<file path="config.mk">
export PLATFORM = sky130hd
export DESIGN_NAME = regfile_mp_flat
export DESIGN_NICKNAME = d
export VERILOG_FILES = /design/src/rtl/regfile_mp_if.sv /design/src/rtl/regfile_mp.sv /design/src/flat_wrapper.sv
export SDC_FILE = /design/constraint.sdc
export NUM_CORES = 1
export LEC_CHECK = 0
export ABC_AREA = 0
export CAP_MARGIN = 25
export CORE_MARGIN = 3
export CORE_UTILIZATION = 55
export CTS_CLUSTER_DIAMETER = 120
export DETAILED_ROUTE_END_ITERATION = 7
export PLACE_DENSITY = 0.73
export SYNTH_ARGS = -nofsm -noshare
export SYNTH_HDL_FRONTEND = slang
export SYNTH_SLANG_ARGS = --single-unit
</file>
<file path="constraint.sdc">
create_clock -name clk -period 7.1 [get_ports clk]
set_input_delay 1.775 -clock clk [delete_from_list [all_inputs] [get_ports clk]]
set_output_delay 1.775 -clock clk [all_outputs]
set_load 0.01 [all_outputs]
</file>
<file path="src/rtl/regfile_mp_if.sv">
// Bus bundle between issue/writeback (master) and the multi-port register file (slave).
interface regfile_mp_if #(
  parameter int XLEN  = 32,
  parameter int NREGS = 32,
  parameter int NRD   = 2,
  parameter int NWR   = 1
);
  localparam int AW = $clog2(NREGS);

  logic [NRD*AW-1:0]   rd_addr;
  logic [NRD*XLEN-1:0] rd_data;
  logic [NWR-1:0]      wr_en;
  logic [NWR*AW-1:0]   wr_addr;
  logic [NWR*XLEN-1:0] wr_data;
  logic                resv_en;
  logic [AW-1:0]       resv_addr;
  logic [NREGS-1:0]    pending;
  logic                busy;

  modport master (
    output rd_addr, wr_en, wr_addr, wr_data, resv_en, resv_addr,
    input  rd_data, pending, busy
  );

  modport slave (
    input  rd_addr, wr_en, wr_addr, wr_data, resv_en, resv_addr,
    output rd_data, pending, busy
  );
endinterface

</file>
<file path="src/rtl/regfile_mp.sv">
// Parametrised N-read/M-write register file with post-reset clear sweep,
// optional write-to-read bypass and a per-register pending scoreboard.
module regfile_mp #(
  parameter int XLEN     = 32,
  parameter int NREGS    = 32,
  parameter int NRD      = 2,
  parameter int NWR      = 1,
  parameter int BYPASS   = 1,
  parameter int ZERO_REG = 1
) (
  input logic         clk,
  input logic         rst,
  regfile_mp_if.slave rf
);
  localparam int            AW      = $clog2(NREGS);
  localparam logic [AW:0]   NREGS_W = (AW+1)'(NREGS);
  localparam logic [AW-1:0] LAST    = AW'(NREGS - 1);

  typedef enum logic {S_CLEAR, S_IDLE} state_e;

  state_e              state_q, state_d;
  logic [AW-1:0]       cnt_q, cnt_d;
  logic                clr_we;
  logic                idle;
  logic [XLEN-1:0]     regs_q [NREGS];
  logic [NREGS-1:0]    pending_q, pending_d;
  logic [NWR-1:0]      we_ok;
  logic [NRD*XLEN-1:0] rd_data_d;

  logic [NRD*AW-1:0]   rd_addr;
  logic [NWR-1:0]      wr_en;
  logic [NWR*AW-1:0]   wr_addr;
  logic [NWR*XLEN-1:0] wr_data;
  logic                resv_en;
  logic [AW-1:0]       resv_addr;

  assign rd_addr   = rf.rd_addr;
  assign wr_en     = rf.wr_en;
  assign wr_addr   = rf.wr_addr;
  assign wr_data   = rf.wr_data;
  assign resv_en   = rf.resv_en;
  assign resv_addr = rf.resv_addr;

  // In range and not the hardwired zero register.
  function automatic logic addr_ok(input logic [AW-1:0] a);
    return ({1'b0, a} < NREGS_W) && !((ZERO_REG != 0) && (a == '0));
  endfunction

  function automatic logic [XLEN-1:0] read_port(input logic [AW-1:0] ra);
    logic [XLEN-1:0] v;
    v = '0;
    if (idle && addr_ok(ra)) begin
      v = regs_q[ra];
      if (BYPASS != 0) begin
        for (int j = 0; j < NWR; j++) begin
          if (we_ok[j] && (wr_addr[j*AW +: AW] == ra)) v = wr_data[j*XLEN +: XLEN];
        end
      end
    end
    return v;
  endfunction

  assign idle = (state_q == S_IDLE);

  always_comb begin
    state_d = state_q;
    cnt_d   = cnt_q;
    clr_we  = 1'b0;
    case (state_q)
      S_CLEAR: begin
        clr_we = 1'b1;
        cnt_d  = cnt_q + 1'b1;
        if (cnt_q == LAST) begin
          state_d = S_IDLE;
          cnt_d   = '0;
        end
      end
      default: ;
    endcase
  end

  always_ff @(posedge clk) begin
    if (rst) begin
      state_q <= S_CLEAR;
      cnt_q   <= '0;
    end else begin
      state_q <= state_d;
      cnt_q   <= cnt_d;
    end
  end

  always_comb begin
    we_ok = '0;
    for (int j = 0; j < NWR; j++) begin
      we_ok[j] = idle && wr_en[j] && addr_ok(wr_addr[j*AW +: AW]);
    end
  end

  // Later ports overwrite earlier ones, so the highest index wins on conflict.
  always_ff @(posedge clk) begin
    if (clr_we) begin
      regs_q[cnt_q] <= '0;
    end else begin
      for (int j = 0; j < NWR; j++) begin
        if (we_ok[j]) regs_q[wr_addr[j*AW +: AW]] <= wr_data[j*XLEN +: XLEN];
      end
    end
  end

  always_comb begin
    rd_data_d = '0;
    for (int i = 0; i < NRD; i++) begin
      rd_data_d[i*XLEN +: XLEN] = read_port(rd_addr[i*AW +: AW]);
    end
  end

  // Reserve is applied after the write clears: a new producer outranks the retiring one.
  always_comb begin
    pending_d = pending_q;
    if (idle) begin
      for (int j = 0; j < NWR; j++) begin
        if (we_ok[j]) pending_d[wr_addr[j*AW +: AW]] = 1'b0;
      end
      if (resv_en && addr_ok(resv_addr)) pending_d[resv_addr] = 1'b1;
    end
  end

  always_ff @(posedge clk) begin
    if (rst) pending_q <= '0;
    else     pending_q <= pending_d;
  end

  assign rf.rd_data = rd_data_d;
  assign rf.pending = pending_q;
  assign rf.busy    = ~idle;
endmodule

</file>
<file path="src/flat_wrapper.sv">
// flat-port wrapper written by rule: the top's interface ports become plain ports
module regfile_mp_flat 
#(
  parameter int XLEN     = 32,
  parameter int NREGS    = 32,
  parameter int NRD      = 2,
  parameter int NWR      = 1,
  parameter int BYPASS   = 1,
  parameter int ZERO_REG = 1
)
  (clk, rst, rf_rd_addr, rf_wr_en, rf_wr_addr, rf_wr_data, rf_resv_en, rf_resv_addr, rf_rd_data, rf_pending, rf_busy);
  regfile_mp_if #(.XLEN(XLEN), .NREGS(NREGS), .NRD(NRD), .NWR(NWR)) rf_i ();
  input logic clk;
  input logic rst;
  input wire logic [$bits(rf_i.rd_addr)-1:0] rf_rd_addr;
  input wire logic [$bits(rf_i.wr_en)-1:0] rf_wr_en;
  input wire logic [$bits(rf_i.wr_addr)-1:0] rf_wr_addr;
  input wire logic [$bits(rf_i.wr_data)-1:0] rf_wr_data;
  input wire logic [$bits(rf_i.resv_en)-1:0] rf_resv_en;
  input wire logic [$bits(rf_i.resv_addr)-1:0] rf_resv_addr;
  output wire logic [$bits(rf_i.rd_data)-1:0] rf_rd_data;
  output wire logic [$bits(rf_i.pending)-1:0] rf_pending;
  output wire logic [$bits(rf_i.busy)-1:0] rf_busy;
  assign rf_i.rd_addr = rf_rd_addr;
  assign rf_i.wr_en = rf_wr_en;
  assign rf_i.wr_addr = rf_wr_addr;
  assign rf_i.wr_data = rf_wr_data;
  assign rf_i.resv_en = rf_resv_en;
  assign rf_i.resv_addr = rf_resv_addr;
  assign rf_rd_data = rf_i.rd_data;
  assign rf_pending = rf_i.pending;
  assign rf_busy = rf_i.busy;
  regfile_mp #(.XLEN(XLEN), .NREGS(NREGS), .NRD(NRD), .NWR(NWR), .BYPASS(BYPASS), .ZERO_REG(ZERO_REG)) u_core (.clk(clk), .rst(rst), .rf(rf_i));
endmodule
</file>
==> results.cfg <==
[worst_setup_path]
endpoint_kind = primary output
arrival_ns = 5.06
critical_path.max_fanout = 13
crit_type = input pin to primary output
rr_worst_depth = 7
required_ns = 5.33
start_kind = input pin
r2r_end = u_core.regs_q[12][18]$_DFFE_PP_
worstReg2RegStart = u_core.idle$_SDFF_PP0_
reg2reg_slack_ns = 3.04

[logic_synthesis]
synthSimpleGateAreaFrac = 0.02950
yosysTopAreaCellShare = 0.6127
synth_top_area_cell = edfxtp_1
ys_async_sr_fraction = 0
ys_warn_count = 0
synth_xor_xnor_area_share = 0.001745
synth-main-ff-cell = edfxtp_1
synth-edff-count = 1024
syn_nets = 2766
synth_compound_area_frac = 0.04645
synth.mux.area_fraction = 0.2690
synth_seq_cells = 1062
synthCells = 2708
synth_seq_area_share = 0.6279
synth_top_family_by_area = multiplexers
synthTopCellsByArea = edfxtp_1 (61%), mux4_2 (22%), mux2i_1 (3.3%)
synthAdderAreaFrac = 0.0004987
synth_area_um2 = 50180
synth_area_per_cell_um2 = 18.53
synth_cell_types = 47

[timing]
tightest_slew_ns = 1.082
fmax_ghz = 0.1463
fin_crit_ns = 6.836
finalCritPeriodShare = 0.9628
layout_setup_ws_ns = 0.2639
setup_viol = 0
hold_violations = 0
rsz0062_at_grt = no
fin_skew_ns = 0.03286
final_max_slew_viol_count = 0
totalNegativeSetupSlack_ns = 0
relSlewSlack = 0.2768

[detailed_routing]
route.met2.wl_mm = 69.82
met3WireLength_mm = 16.90
top_layer_used = met5
drt-initial-drc-count = 4680
finalWirelength_mm = 147.0
vias = 30166
via_per_inst = 7.224
met1_length_mm = 52.99
first_pass_iters = 7
ant_nets = 0
wl_per_cell_um = 35.21
drc_errors = 0

[die]
rows = 110
start_util = 0.5558
die_x_um = 308.1
fp.coreArea_um2 = 90290
io_pins = 153
dieArea_um2 = 94900
die_h_um = 308.1

[cts]
clk_latency_ns = 0.68
ctsHoldBuffers = 0
cts.htree.levels = 3
post_cts_resize_count = 0
cts_buffers = 106
cts_setup_buffers = 0
cts_buffer_depth = 3
clkTransAtPathRegs_ns = 0.06
cts_tree = yes
cts.sinks = 1062
cts_root_buffer = clkbuf_16

[final_layout]
nNetsFinal = 2970
final_cell_mix = edfxtp_1 (1024), mux4_2 (496), nand2_1 (187), mux2i_1 (163), clkdlybuf4s50_1 (144)
layout.cells.non_filler = 4176
area_growth_pct = 14.97
drive_above_1_share = 0.3043
final_core_util = 0.6390
layout_commonest_cell = edfxtp_1
antenna_cells = 0
n_fill_cell = 6068

[min_path]
hold_depth = 1
min_path_type = register to register
holdPathEnd = u_core.rf.pending[0]$_SDFFE_PP0P_
hold_start = u_core.rf.pending[0]$_SDFFE_PP0P_

[power]
total_leakage_power_nw = 19.39
ir_drop_v = 0.0001942
p_int_w = 0.01053
seqPwrFrac = 0.509
comb_power_share = 0.076
netSwitchingPower_w = 0.002967
power_density_nw_per_um2 = 233.9
clockPowerShare = 0.414
power_switching_share = 0.2199

[placed_design]
dp_cells = 3955
hpwl_mm = 90.51
dp_slack_ns = 0.3637
portBuffers = 152
place.gp.congestion = 0.9000

[global_route]
grt_pass1_wl_mm = 212.6
antenna_found_initial = 3
grt_pass1_vias = 30493
grt_start_max_net_pins = 64
grt-ovfl-total = 0
track_usage = 0.3112

[status]
status = finished clean

[job]
drv_cap = 0
==> registers in the layout, summed over array words and instances, names as in the netlist <==
| name | count |
|---|---|
| u_core.idle | 1 |
| u_core.regs_q | 1024 |
| u_core.rf.pending | 32 |
| u_core.cnt_q | 5 |
==> critical path, stage by stage <==
cell and delay, ns:
clkdlybuf4s50_1 0.74, or4_1 0.65, o21ai_1 0.57, a311oi_4 0.18, buf_12 0.25, buf_12 0.16
o211ai_1 0.10, nand2_1 0.12, clkdlybuf4s50_1 0.49
==> synthesized netlist by cell type (2+ instances only) <==
master    instances
edfxtp_1       1024
mux4_2          496
nand2_1         187
mux2i_1         163
a21oi_1         100
a22oi_1          72
clkbuf_1         69
buf_2            62
mux2_2           62
o211ai_1         62
o22ai_1          61
nor2_1           59
dfxtp_1          38
o21ai_0          38
and2_1           35
buf_6            32
buf_4            28
buf_1            23
nand3_1          12
nand2b_1         10
xor2_1           10
nor3_1            9
and3_1            7
nor2b_1           7
inv_1             6
a31oi_1           5
a22o_1            2
a311oi_2          2
a32oi_1           2
ha_1              2
nand4_1           2
nor3_2            2
o21ai_1           2
o31a_1            2
or2_2             2
or4_1             2
==> routing by layer <==
metal	global-route usage	vias to the layer above
met2	0.4872	2189
met3	0.06304	360
met4	0.1398	2
met5	0	-
li1	-	11864
met1	0.4298	15751
==> power groups by stage <==
stage	clock [W]	sequential (W)	combinational (W)
6_report	0.00559	0.00687	0.00103
5_1_grt	0.00590	0.00687	0.00107
4_1_cts	0.00563	0.00687	0.00102
3_5_place_dp	0	0.00700	0.00101
3_3_place_gp	0	0.00699	0.00101
2_1_floorplan	0	0.00699	0.000668
==> worst max-delay path by stage <==
stage	to	slack, ns	start
after floorplan	u_core.regs_q[23][0]$_DFFE_PP_	1.49	rf_wr_addr[0]
after global placement	rf_rd_data[32]	0.42	rf_rd_addr[9]
after detailed placement	rf_rd_data[34]	0.36	rf_rd_addr[9]
after CTS	rf_rd_data[34]	0.35	rf_rd_addr[9]
after global routing	rf_rd_data[32]	0.25	rf_rd_addr[9]
final	rf_rd_data[34]	0.26	rf_rd_addr[9]
==> metrics by stage <==
stage	power, W	hold WS [ns]	cell area (um2)
floorplan	0.007660	0.4922	50180
global placement	0.008004	0.4565	53600
detailed placement	0.008018	0.4609	53620
CTS	0.01352	0.4702	57060
global route	0.01384	0.4879	57690
finish	0.01349	0.4656	57690
==> kinds of logic (layout without fill, tap and decap cells) <==
kind of cell,after synthesis,after routing
DFF,1062,1062
muxes,721,721
AOI/OAI and AO/OA,356,356
and+or+nand+nor,337,337
buffers and inverters,220,512
xor gates and xnor gates,10,10
adders and majority gates,2,2
==> final cells by class <==
class	count	area (um2)	share of cell area
Clock inverter	62	620.6	0.01076
Multi-Input combinational cell	1426	17690	0.3067
Sequential cell	1062	31510	0.5462
Timing Repair Buffer	310	3553	0.06159
Tap cell	1176	1471	0.02550
Inverter	6	22.52	0.0003904
Clock buffer	134	2821	0.04890
Note: power is estimated with default switching activity, not from simulation.
